## src/rtl/dadda_final_cpa.sv

```systemverilog
// Purpose : segmented, pipelined carry-propagate adder for the two 31-bit rows
//           left by the final Dadda reduction stage of the 16x16 multiplier.
// Latency : NUM_SEG edges counting the accept edge (4 for SEG_W=8).
// Backpr. : whole pipe holds while out_valid && !out_ready; in_ready drops.
//
// Ports:
//   clk, rst            rising-edge clock, synchronous active-high reset
//   row0, row1          31-bit operand rows (bit i has weight 2^i)
//   in_valid/in_ready   input handshake (in_ready independent of in_valid)
//   product             32-bit sum of the rows, bit 31 is the final carry
//   out_valid/out_ready output handshake, product registered
//   done_cnt            count of delivered products, wraps silently
module dadda_final_cpa #(
  parameter int SEG_W = 8,
  parameter int CNT_W = 16
) (
  input  logic             clk,
  input  logic             rst,
  input  logic [30:0]      row0,
  input  logic [30:0]      row1,
  input  logic             in_valid,
  output logic             in_ready,
  output logic [31:0]      product,
  output logic             out_valid,
  input  logic             out_ready,
  output logic [CNT_W-1:0] done_cnt
);

  localparam int NUM_SEG = 32 / SEG_W;

  if (SEG_W != 4 && SEG_W != 8 && SEG_W != 16 && SEG_W != 32) begin : g_bad_seg_w
    $error("dadda_final_cpa: SEG_W must be 4, 8, 16 or 32");
  end

  // Stage registers; index k holds the state of stage s(k+1).
  logic [31:0]      r_a   [NUM_SEG];
  logic [31:0]      r_b   [NUM_SEG];
  logic [31:0]      r_sum [NUM_SEG];
  logic             r_cy  [NUM_SEG];
  logic             r_vld [NUM_SEG];
  logic [CNT_W-1:0] r_done_cnt;

  // Next-state values for each stage.
  logic [31:0]      w_nxt_a   [NUM_SEG];
  logic [31:0]      w_nxt_b   [NUM_SEG];
  logic [31:0]      w_nxt_sum [NUM_SEG];
  logic             w_nxt_cy  [NUM_SEG];
  logic             w_nxt_vld [NUM_SEG];

  logic w_adv;
  logic w_unused_tail;

  assign out_valid = r_vld[NUM_SEG-1];
  assign product   = r_sum[NUM_SEG-1];
  assign done_cnt  = r_done_cnt;

  // The pipe moves as a whole; bubbles travel with it.
  assign w_adv    = !out_valid || out_ready;
  assign in_ready = w_adv;

  // The output stage's leftover operands and carry are never consumed:
  // the sum of two 31-bit rows cannot carry out of bit 31.
  assign w_unused_tail = ^{r_a[NUM_SEG-1], r_b[NUM_SEG-1], r_cy[NUM_SEG-1]};

  for (genvar k = 0; k < NUM_SEG; k++) begin : g_stage
    logic [31:0]    w_a;
    logic [31:0]    w_b;
    logic [31:0]    w_s;
    logic [31:0]    w_ns;
    logic           w_c;
    logic           w_v;
    logic [SEG_W:0] w_seg;

    // Segment k is resolved on the way into stage k (s(k+1)).
    if (k == 0) begin : g_first
      assign w_a = {1'b0, row0};
      assign w_b = {1'b0, row1};
      assign w_s = '0;
      assign w_c = 1'b0;
      assign w_v = in_valid;
    end else begin : g_rest
      assign w_a = r_a[k-1];
      assign w_b = r_b[k-1];
      assign w_s = r_sum[k-1];
      assign w_c = r_cy[k-1];
      assign w_v = r_vld[k-1];
    end

    assign w_seg = {1'b0, w_a[k*SEG_W +: SEG_W]}
                 + {1'b0, w_b[k*SEG_W +: SEG_W]}
                 + {{SEG_W{1'b0}}, w_c};

    always_comb begin
      w_ns = w_s;
      w_ns[k*SEG_W +: SEG_W] = w_seg[SEG_W-1:0];
    end

    assign w_nxt_a[k]   = w_a;
    assign w_nxt_b[k]   = w_b;
    assign w_nxt_sum[k] = w_ns;
    assign w_nxt_cy[k]  = w_seg[SEG_W];
    assign w_nxt_vld[k] = w_v;
  end

  always_ff @(posedge clk) begin
    if (rst) begin
      for (int k = 0; k < NUM_SEG; k++) begin
        r_a[k]   <= '0;
        r_b[k]   <= '0;
        r_sum[k] <= '0;
        r_cy[k]  <= 1'b0;
        r_vld[k] <= 1'b0;
      end
      r_done_cnt <= '0;
    end else begin
      if (w_adv) begin
        for (int k = 0; k < NUM_SEG; k++) begin
          r_a[k]   <= w_nxt_a[k];
          r_b[k]   <= w_nxt_b[k];
          r_sum[k] <= w_nxt_sum[k];
          r_cy[k]  <= w_nxt_cy[k];
          r_vld[k] <= w_nxt_vld[k];
        end
      end
      if (out_valid && out_ready) begin
        r_done_cnt <= r_done_cnt + CNT_W'(1);
      end
    end
  end

endmodule

```

## config.mk

```make
export PLATFORM = sky130hd
export DESIGN_NAME = dadda_final_cpa
export DESIGN_NICKNAME = d
export VERILOG_FILES = /design/src/rtl/dadda_final_cpa.sv
export SDC_FILE = /design/constraint.sdc
export NUM_CORES = 1
export LEC_CHECK = 0
export ABC_AREA = 1
export CAP_MARGIN = 10
export CORE_AREA = 2 2 143 145
export CTS_BUF_LIST = sky130_fd_sc_hd__clkbuf_8
export DETAILED_ROUTE_END_ITERATION = 10
export DIE_AREA = 0 0 145 147
export HOLD_SLACK_MARGIN = 0.15
export PLACE_DENSITY_LB_ADDON = 0.25
export SYNTH_ARGS = -nofsm -noshare
export SYNTH_HDL_FRONTEND = slang
export SYNTH_SLANG_ARGS = --single-unit
```

## constraint.sdc

```tcl
create_clock -name clk -period 15.9 [get_ports clk]
set_input_delay 2.385 -clock clk [delete_from_list [all_inputs] [get_ports clk]]
set_output_delay 2.385 -clock clk [all_outputs]
set_load 0.01 [all_outputs]
```

==> results, run 1 <==
- The synthesized netlist devotes 14.6% of its cell area to simple gates.
- The global routing usage summed across all routing layers is 13.4%.
- The placed cell count is between 1000 and 1500.
- The H-tree depth is 4.
- The latest clock arrival within the worst-skew pair is 460 ps.
- After synthesis, the share of cell area in mux cells is 0%.
- The achievable clock frequency is 0.162 GHz.
- Summing the areas of all compound-gate instances in the mapped netlist gives 4.12% of the synthesized area.
- The count of TritonRoute iterations in the first routing pass is 4.
- The delay contributed by the slowest stage of the critical path is 590 ps.
- The overall routed net length is approximately 14000 um.
- The width of the die is 145 um.
- The mean post-synth cell area is a little over 10 sq um.
- The time the final worst path needs with I/O delays and setup is 6180 ps.
- The count of cells along the worst hold path is 2.
- The total die area is 21300 sq um.
- The maximum clock skew at final layout is 12.5 ps.
- In this run the critical register-to-register path is launched from r_vld[0][3].
- Setup violations remaining at the end of the flow were counted as 0.
- The slowest stage cell on the critical path is sky130_fd_sc_hd__clkdlybuf4s50_1.
- Ranked by total cell area, the synthesized netlist is headed by sky130_fd_sc_hd__edfxtp_1, sky130_fd_sc_hd__inv_1, sky130_fd_sc_hd__nor2_1, sky130_fd_sc_hd__ha_1, sky130_fd_sc_hd__nand2_1.
- In this run the remaining antenna-violating nets after routing total 0.
- In this run the post-CTS setup repair buffer count came out at 0.
- After filler insertion, the fill cell instance count of the layout stands at 1828.
- The quantity of hold-fixing buffers added after cts is 0.
- The critical path starts at out_ready.
- The root buffer cell is sky130_fd_sc_hd__clkbuf_8.
- From synthesis to final layout, the design area changed by 19.7%.
- The total power divided by cell area is 97.3 nW/um^2.
- Measured along the y axis, the die boundary spans 147 um.
- Setup total negative slack on the finished layout was measured at 0 ps.
- The final total power is ~1.0 mW.
- The flow ran to the end, and the final reports show no timing, DRC or antenna violations.
- The final net count is 1069.
- The routed layout has 5417 vias.
- The post-route netlist has 4.08% of its cells at a drive strength greater than 1.
- TritonCTS built the clock tree.
- The final-report hold violation count was 0.
- The tightest min-delay check is of the reg -> reg type.
- The count of standard-cell rows is 52.
- The post-cts resize count is 0.
- The cell that appears most often on the critical path is sky130_fd_sc_hd__clkdlybuf4s50_1.
- Counting flops with an async set or reset pin after synthesis yields a share of 0%.
- The post-synthesis net count is 953.
- The clock net in this run drives a total of 193 sinks.
- The part of the Yosys area used for sequential elements is 64.0%.
- The worst register-to-register path has a setup slack of 12840 ps.
- The nature of the critical path startpoint is an input pin.
- The first routing iteration left approximately 320 violations.
- At the pin with the least slew margin, the transition time is approximately 990 ps.
- The post-DP HPWL is roughly 9100 um.
- The total area inside the core boundary comes to 19800 sq um.
- Dividing the final minimum period by the clock period gives 38.9%.
- The arrival time at the worst endpoint is 3800 ps.
- After detailed routing, the number of remaining DRC violations is 0.
- STA classifies the critical path endpoint as an output port.
- The area of the multi-input gates is 2200 sq um.
- The arithmetic-cell share of the synthesized area counting full adders, half adders and majority gates is 5.71%.
- Across the VDD grid, the largest voltage drop is 0.0000614 V.
- The number of pins exceeding their max-slew limit in the final report is 0.
- TritonCTS created 17 clock buffers.
- The main combinational cell family by area after synthesis is simple AND/OR/NAND/NOR gates.
- Setup slack closes at 9720 ps.
- The critical path goes through clkdlybuf4s50_1 > inv_1 > nand2_1 > clkdlybuf4s50_1.
- The count of warnings emitted by yosys is 0.
- The synthesized design contains around 180 enable-type register cells.
- The synthesized design spends more area on one cell type than any other, namely sky130_fd_sc_hd__edfxtp_1.
- The most frequently used flop master after synthesis is sky130_fd_sc_hd__edfxtp_1.
- The first global-routing pass estimated roughly 23000 um of wire.
- The clock passes through at most 2 buffers.
- The via count of the first global-routing pass is 5018.
- The critical path ends at in_ready.
- The total overflow left after global routing is 0.
- The endpoint of the lowest-slack register-to-register path is r_sum[0][77].
- Buffers placed on the I/O ports in this run total approximately 120.
- The post-synthesis xor/xnor area fraction is 0.299%.
- The number of antenna violations at the first check in global routing is 1.
- The starting density of the core is about 44%.
- Dividing the detail-routed wire length by the instance count gives 11.1 um.
- At the placement stage, the worst setup path has a slack of 9710 ps.
- The static leakage power is about 4.7 nW.
- The number of synthesized register bits is 193.
- Setup repair after global routing left no endpoint under its margin.
- The depth of the most critical reg-to-reg path is 3.
- After the flow finishes, the layout carries non-filler instances totaling 1251.
- For this design the top-level I/O count stands at 116.
- The routability congestion estimate is 0.835.
- At the worst endpoint, the required time is 13520 ps.
- The sequential standard cell area is 5640 sq um.
- The synthesized design devotes to its leading area cell type 60.4% of total area.
- The clock transition time at the flip-flop clock pins of the worst setup and hold paths is 100 ps.
- In the routed layout, each cell is associated on average with a via count of 4.33.
- Along the worst path, the maximum fanout reaches 3.
- Entering global routing, the biggest net connects around 160 pins.
- The minimum hold slack is about 500 ps.
- The number of unique standard cell types used by synthesis is 26.
- Summing every instance area after synthesis gives 8800 sq um.
- In this run the tightest slew margin relative to its limit is 34.1%.
- The synthesized instance count is around 850.
- The tool flagged a number of max-cap violations equal to 0.
- The critical path in this run is classified as in -> out.
flip-flops by register name (all words and copies together) (netlist names):
| register | cells |
|---|---|
| r_b | 45 |
| done_cnt | 16 |
| r_cy | 3 |
| r_sum | 80 |
| r_a | 45 |
| r_vld | 4 |
cells by family (layout without fill, tap and decap cells):
family | after synthesis | count (layout)
adder cells (fa/ha/maj) | 36 | 36
XOR/XNOR | 3 | 3
AO/OA/AOI/OAI | 69 | 69
other | 0 | 1
AND/OR/NAND/NOR | 323 | 323
buffers and inverters | 227 | 356
flip-flops | 193 | 193
layer usage:
metal	GRT usage, %	share of wire [%]
met5	0	0
met4	6.68	3.0
met2	22.1	47
met1	16.7	47
met3	2.98	3.1
power breakdown:
group          internal (mW)  leakage [nW]  switching, mW
Sequential             0.587          2.23        0.00952
Clock                  0.158         0.209          0.175
Combinational         0.0457          2.23         0.0510
Total                  0.790          4.67          0.235
cell usage in the layout (no fill, tap or decap), types with 2 or more instances in the layout:
master	n
sky130_fd_sc_hd__nor2_1	195
sky130_fd_sc_hd__clkbuf_8	17
sky130_fd_sc_hd__o21bai_1	3
sky130_fd_sc_hd__o21ai_0	17
sky130_fd_sc_hd__clkinv_2	2
sky130_fd_sc_hd__nand2_1	87
sky130_fd_sc_hd__buf_4	2
sky130_fd_sc_hd__nand3_1	26
sky130_fd_sc_hd__a31oi_1	2
sky130_fd_sc_hd__inv_6	3
sky130_fd_sc_hd__xor2_1	3
sky130_fd_sc_hd__edfxtp_1	177
sky130_fd_sc_hd__a21oi_1	43
sky130_fd_sc_hd__nor2_2	3
sky130_fd_sc_hd__dfxtp_1	16
sky130_fd_sc_hd__bufinv_16	3
sky130_fd_sc_hd__fa_1	7
sky130_fd_sc_hd__ha_1	29
sky130_fd_sc_hd__nand4_1	4
sky130_fd_sc_hd__clkinvlp_4	2
sky130_fd_sc_hd__nor3_1	2
sky130_fd_sc_hd__inv_1	207
sky130_fd_sc_hd__inv_8	2
sky130_fd_sc_hd__a21o_1	3
sky130_fd_sc_hd__clkdlybuf4s50_1	115
Yosys cell counts, types with 2 or more instances:
cell type and count:
sky130_fd_sc_hd__a21o_1 3, sky130_fd_sc_hd__a21oi_1 43, sky130_fd_sc_hd__a31oi_1 2, sky130_fd_sc_hd__buf_6 18
sky130_fd_sc_hd__dfxtp_1 16, sky130_fd_sc_hd__edfxtp_1 177, sky130_fd_sc_hd__fa_1 7, sky130_fd_sc_hd__ha_1 29
sky130_fd_sc_hd__inv_1 206, sky130_fd_sc_hd__nand2_1 87, sky130_fd_sc_hd__nand2_2 2, sky130_fd_sc_hd__nand3_1 27
sky130_fd_sc_hd__nand4_1 4, sky130_fd_sc_hd__nor2_1 195, sky130_fd_sc_hd__nor2_2 3, sky130_fd_sc_hd__nor3_1 2
sky130_fd_sc_hd__o21ai_0 17, sky130_fd_sc_hd__o21bai_1 3, sky130_fd_sc_hd__xor2_1 3
worst min path at each step:
| stage | from | end |
|---|---|---|
| 2_1_floorplan | done_cnt[9] | done_cnt[9] |
| 3_3_place_gp | done_cnt[3] | done_cnt[3] |
| 3_5_place_dp | done_cnt[3] | done_cnt[3] |
| 4_1_cts | done_cnt[3] | done_cnt[3] |
| 5_1_grt | done_cnt[3] | done_cnt[3] |
| 6_report | done_cnt[3] | done_cnt[3] |
worst max-delay path, delay by kind of cell:
kind                   cells  cell delay [ps]
buffers and inverters      3             1210
and+or+nand+nor            1              210
area by class of cell:
| class | instances | share of cell area (%) |
|---|---|---|
| clock inverter | 15 | 1.71 |
| sequential | 193 | 53.5 |
| clock buffer | 17 | 2.22 |
| antenna | 1 | 0.0238 |
| timing repair buffer | 117 | 11.1 |
| tap | 270 | 3.21 |
| inverter | 207 | 7.38 |
| multi-input combinational | 431 | 20.9 |
through the flow:
step | instance area [sq um] | util (%)
4_1_cts | 10500 | 53.1
3_5_place_dp | 10100 | 51.0
5_1_grt | 10500 | 53.1
2_1_floorplan | 8800 | -
6_report | 10500 | 53.1
3_3_place_gp | 10100 | 51.0
No activity file was read; power rests on OpenSTA's default activity.
==> run 2: changes to the inputs <==
clock period = 5.5 ns   (was 15.9 ns; I/O delays follow)
==> results, run 2 (synthesized netlist as in run 1, its figures left out) <==
- The worst supply voltage drop on vdd came to 0.000179 V (was 0.0000614 V).
- The count of TritonRoute iterations in the first routing pass was 5 (was 4).
- The average routed wire per standard cell is 11.1 um (about the same).
- The global routing usage summed across all routing layers was 13.6% (was 13.4%).
- The setup TNS is 0 ps (unchanged).
- The overall routed net length is 13800 um (was 13900 um).
- The arrival time at the worst endpoint is 2230 ps (was 3800 ps).
- RSZ-0062 raised after global routing: no (unchanged).
- The number of pins exceeding their max-slew limit in the final report is 0 (unchanged).
- The overall via count from detail_route is 5493 (was 5417).
- The routability congestion estimate is 0.808 (was 0.835).
- Critical path, cell by cell: clkdlybuf4s50_1 > inv_1 > nand2_1 > clkdlybuf4s50_1 (unchanged).
- The post-DP HPWL is 9130 um (was 9070 um).
- The number of port buffers is 115 (unchanged).
- The number of diodes came to 0 (was 1).
- The H-tree depth was 4 (unchanged).
- The total met3 wirelength after detailed routing is 609 um (was 431 um).
- The flip-flop count of the largest register, all copies and words added was 80 (unchanged).
- The largest register by flop count is r_sum (unchanged).
- The worst endpoint required time came to 4680 ps (was 13520 ps).
- The total core area is 19800 sq um (unchanged).
- Derived from the worst setup path, the maximum achievable clock frequency is roughly 0.33 GHz.
- The delay contributed by the slowest stage of the critical path came to 600 ps (was 590 ps).
- The worst hold-check path type is reg -> reg (unchanged).
- The slowest stage cell on the critical path is sky130_fd_sc_hd__clkdlybuf4s50_1 (unchanged).
- The total die area is 21300 sq um (unchanged).
- The CTS tree is yes (unchanged).
- The wire length of the first global-routing pass was 23500 um (was 22900 um).
- The final-report hold violation count is 0 (unchanged).
- The ratio of final minimum period to clock period is 55.6%.
- The number of nets with antenna violations after detailed routing came to 0 (unchanged).
- The count of standard-cell rows is 52 (unchanged).
- The height of the die is 147 um (unchanged).
- The quantity of hold-fixing buffers added after cts is 0 (unchanged).
- Top library cells by usage in the layout, fill and taps aside: sky130_fd_sc_hd__inv_1, sky130_fd_sc_hd__nor2_1, sky130_fd_sc_hd__edfxtp_1, sky130_fd_sc_hd__clkdlybuf4s50_1, sky130_fd_sc_hd__nand2_1 (unchanged).
- The number of design rule violations left after detail routing came to 0 (unchanged).
- The maximum number of pins on one net before global-route repair is 157 (unchanged).
- The number of antenna violations at the first check in global routing is 0 (was 1).
- The latest clock arrival within the worst-skew pair is 460 ps (about the same).
- The met2 wire length was 6690 um (was 6520 um).
- After layout, the minimum clock period comes to about 3100 ps.
- The width of the die came to 145 um (unchanged).
- The measured slew at the worst slew-check pin is 914 ps (was 988 ps).
- The routed length on met1 came to 6360 um (was 6490 um).
- The via count of the first global-routing pass is 5258 (was 5018).
- The maximum fanout encountered on the critical timing path is 3 (unchanged).
- The nature of the critical path startpoint is an input pin (unchanged).
- The number of buffers created by CTS is 17 (unchanged).
- The maximum clock skew at final layout is 11.6 ps (was 12.5 ps).
- The critical path endpoint category was an output port (unchanged).
- The fraction of final layout cells sized beyond drive strength 1 is 3.88% (was 4.08%).
- The share of the core filled with cells in the final layout is 53.1% (about the same).
- The total power divided by cell area is 279 nW/um^2 (was 97.3 nW/um^2).
- The count of clock tree sinks came to 193 (unchanged).
- The uppermost layer routed is met4 (unchanged).
- The placed cell count is 1219 (was 1218).
- The root buffer cell is sky130_fd_sc_hd__clkbuf_8 (unchanged).
- The commonest non-fill, non-tap cell in the layout was sky130_fd_sc_hd__inv_1 (unchanged).
- The starting DRC count in detailed routing came to 268 (was 317).
- Biggest regs: r_sum (80), r_a (45), r_b (45) (unchanged).
- The average vias per placed instance is 4.39 (was 4.33).
- The number of top-level design ports is 116 (unchanged).
- The clock transition time at the flip-flop clock pins of the worst setup and hold paths is 80 ps (was 100 ps).
- The post-cts resize count was 0 (unchanged).
- The total of max-cap violations is 0 (unchanged).
- The final net count is 1070 (was 1069).
- The residual overflow from global routing was 0 (unchanged).
- The number of standard cells in the layout, taps in and fillers out is 1250 (was 1251).
- Status: completed (unchanged).
- The layout overhead on the synthesized area came to 19.6% (was 19.7%).
- The number of buffer and inverter instances along the worst setup path is 3 (unchanged).
- The static leakage power is 4.66 nW (was 4.67 nW).
- The type of the worst setup path is in -> out (unchanged).
- The starting density of the core was 44.4% (unchanged).
- The setup fix buffers added after clock tree synthesis is 0 (unchanged).
- The most numerous cell on the critical path is sky130_fd_sc_hd__clkdlybuf4s50_1 (unchanged).
- The kind of cell with the highest combined delay on the critical path is buffers and inverters (unchanged).
- The count of final setup violators is 0 (unchanged).
- The largest buffer count on any clock path came to 2 (unchanged).
- The tightest slew margin relative to the limit is 39.1% (was 34.1%).
## run 2: final timing paths
check	startpoint	to	slack [ps]	cells after the start
worst max register to register	r_vld[0][3]	r_sum[0][44]	3080	5
worst min register to register	done_cnt[15]	done_cnt[15]	510	2
worst max-delay path	out_ready	in_ready	2440	4
worst min-delay path	done_cnt[15]	done_cnt[15]	510	2
## run 2: power breakdown
group	internal [mW]	switching, mW	leakage [nW]
logic	0.133	0.147	2.24
clock network	0.445	0.485	0.193
registers	1.70	0.0285	2.23
## run 2: area by class of cell
class	instances	area [sq um]
inverters	207	777
well taps	270	338
repair buffers	118	1190
flip-flops and latches	193	5640
clock inverters	14	160
multi-input cells	431	2200
fillers	1823	9310
clock buffers	17	234
## run 2: tightest hold or removal path: cells and delay by family, from the launching register on
kind	cells	cell delay (ps)
AND/OR/NAND/NOR	2	150
flip-flops	1	330
## run 2: metal layers
metal / global-route usage (%) / up-vias
met4: 4.95 / 0
met3: 3.45 / 15
met1: 16.7 / 2476
li1: - / 2903
met5: 0 / -
met2: 23.5 / 99
## run 2: metrics by stage
stage                     setup WS, ps  instance area [sq um]  total power, mW  hold WS [ps]
final                             2440                  10500             2.93           510
after global routing              2200                  10500             3.07           543
after CTS                         2430                  10500             2.97           507
after detailed placement          1980                  10100             2.04           492
after global placement            2050                  10100             2.04           496
after floorplan                    881                   8810             1.94           507
==> run 3: changes to the inputs <==
clock period = 3.1 ns   (was 5.5 ns; I/O delays follow)
==> results, run 3 (synthesized netlist as in run 1, its figures left out) <==
- Status: completed (unchanged).
- The arrival time at the worst endpoint is 1890 ps (was 2230 ps).
- The routability congestion estimate is 0.817 (was 0.808).
- The setup TNS is 0 ps (unchanged).
- The uppermost layer routed was met4 (unchanged).
- The quantity of hold-fixing buffers added after cts is 0 (unchanged).
- The post-layout worst setup margin is 741 ps (was 2440 ps).
- The total die area was 21300 sq um (unchanged).
- The worst slack at placement is 650 ps (was 1980 ps).
- The critical path endpoint category is an output port (unchanged).
- The routed length on met1 is 6390 um (was 6360 um).
- The total power divided by cell area is 496 nW/um^2 (was 279 nW/um^2).
- The tightest slew margin relative to the limit is 66.3% (was 39.1%).
- The count of clock tree sinks is 193 (unchanged).
- Biggest regs: r_sum (80), r_a (45), r_b (45) (unchanged).
- The worst endpoint required time was 2630 ps (was 4680 ps).
- The total of max-cap violations is 0 (unchanged).
- The starting density of the core is 44.4% (unchanged).
- The global routing usage summed across all routing layers was 13.9% (was 13.6%).
- The post-DP HPWL came to 9610 um (was 9130 um).
- The ratio of final minimum period to clock period is 76.1%.
- The latest clock arrival within the worst-skew pair is 460 ps (about the same).
- The CTS tree is yes (unchanged).
- The clock transition time at the flip-flop clock pins of the worst setup and hold paths is 100 ps (was 80 ps).
- The minimum hold slack came to 504 ps (was 510 ps).
- The type of the worst setup path is in -> out (unchanged).
- The number of pins exceeding their max-slew limit in the final report is 0 (unchanged).
- The residual overflow from global routing came to 0 (unchanged).
- The achievable clock frequency is about 0.42 GHz.
- The layout overhead on the synthesized area came to 21.2% (was 19.6%).
- The final total power was 5.30 mW (was 2.93 mW).
- The largest register by flop count is r_sum (unchanged).
- The largest buffer count on any clock path came to 2 (unchanged).
- The static leakage power came to 4.73 nW (was 4.66 nW).
- The number of design rule violations left after detail routing is 0 (unchanged).
- The total core area is 19800 sq um (unchanged).
- The worst hold-check path type is reg -> reg (unchanged).
- The post-cts resize count is 0 (unchanged).
- The total met3 wirelength after detailed routing was 493 um (was 609 um).
- The width of the die came to 145 um (unchanged).
- The maximum fanout encountered on the critical timing path is 3 (unchanged).
- The nature of the critical path startpoint is an input pin (unchanged).
- The overall via count from detail_route is 5486 (was 5493).
- The starting DRC count in detailed routing came to 340 (was 268).
- The root buffer cell is sky130_fd_sc_hd__clkbuf_8 (unchanged).
- The via count of the first global-routing pass came to 5075 (was 5258).
- The measured slew at the worst slew-check pin is 505 ps (was 914 ps).
- The H-tree depth came to 4 (unchanged).
- The number of buffers created by CTS is 17 (unchanged).
- The wire length of the first global-routing pass is 23700 um (was 23500 um).
- The final-report hold violation count came to 0 (unchanged).
- The number of port buffers is 115 (unchanged).
- The height of the die is 147 um (unchanged).
- The average vias per placed instance is 4.36 (was 4.39).
- The smallest clock period supported by the final layout is computed as 2360 ps.
- The met2 wire length is 6950 um (was 6690 um).
- The flip-flop count of the largest register, all copies and words added is 80 (unchanged).
- The number of antenna violations at the first check in global routing was 1 (was 0).
- The fraction of final layout cells sized beyond drive strength 1 is 4.56% (was 3.88%).
- The worst supply voltage drop on vdd is 0.000259 V (was 0.000179 V).
- The number of top-level design ports was 116 (unchanged).
- The average routed wire per standard cell is 11.3 um (was 11.1 um).
- The count of final setup violators came to 0 (unchanged).
- The count of TritonRoute iterations in the first routing pass is 4 (was 5).
- The commonest non-fill, non-tap cell in the layout is sky130_fd_sc_hd__inv_1 (unchanged).
- The maximum number of pins on one net before global-route repair is 87 (was 157).
- Top library cells by usage in the layout, fill and taps aside: sky130_fd_sc_hd__inv_1, sky130_fd_sc_hd__nor2_1, sky130_fd_sc_hd__edfxtp_1, sky130_fd_sc_hd__clkdlybuf4s50_1, sky130_fd_sc_hd__nand2_1 (unchanged).
- RSZ-0062 raised after global routing: no (unchanged).
- The count of standard-cell rows is 52 (unchanged).
- The final net count is 1076 (was 1070).
- The number of nets with antenna violations after detailed routing is 0 (unchanged).
- The overall routed net length is 14200 um (was 13800 um).
- The maximum clock skew at final layout is 12.6 ps (was 11.6 ps).
- The setup fix buffers added after clock tree synthesis is 0 (unchanged).
==> run 3: worst max-delay path, stage by stage <==
cell                              delay, ps
sky130_fd_sc_hd__clkdlybuf4s50_1        520
sky130_fd_sc_hd__inv_1                  100
sky130_fd_sc_hd__nand2_1                220
sky130_fd_sc_hd__clkdlybuf4s50_1        590
==> run 3: final timing paths <==
path | depth (start not counted) | start | to | slack (ps)
min | 2 | done_cnt[3] | done_cnt[3] | 500
min reg2reg | 2 | done_cnt[3] | done_cnt[3] | 500
max | 4 | out_ready | in_ready | 740
max reg2reg | 8 | r_a[0][8] | r_sum[0][46] | 980
==> run 3: where the power goes <==
group,leakage [nW],total [mW],internal [mW],switching [mW]
clock network,0.205,1.73,0.873,0.858
logic,2.30,0.508,0.243,0.266
registers,2.23,3.06,3.01,0.0495
total,4.73,5.30,4.12,1.17
==> run 3: layout make-up <==
class | count | area, sq um
Inverter | 207 | 777
Clock buffer | 17 | 234
Antenna cell | 1 | 2.50
Sequential cell | 193 | 5640
Multi-Input combinational cell | 431 | 2200
Clock inverter | 14 | 189
Tap cell | 270 | 338
Timing Repair Buffer | 124 | 1290
Fill cell | 1738 | 9170
==> run 3: per-layer routing <==
metal	global-route usage, %	vias up
met2	23.0	97
met5	0	-
met4	5.64	0
li1	-	2912
met1	17.5	2462
met3	3.60	15
==> run 3: stage by stage <==
step / cell area (sq um) / instances / utilization, %
after detailed placement: 10200 / 1225 / 51.6
after global placement: 10200 / 1225 / 51.6
after floorplan: 8810 / 851 / -
final: 10700 / 1257 / 53.8
after global routing: 10700 / 1257 / 53.8
after CTS: 10700 / 1256 / 53.8
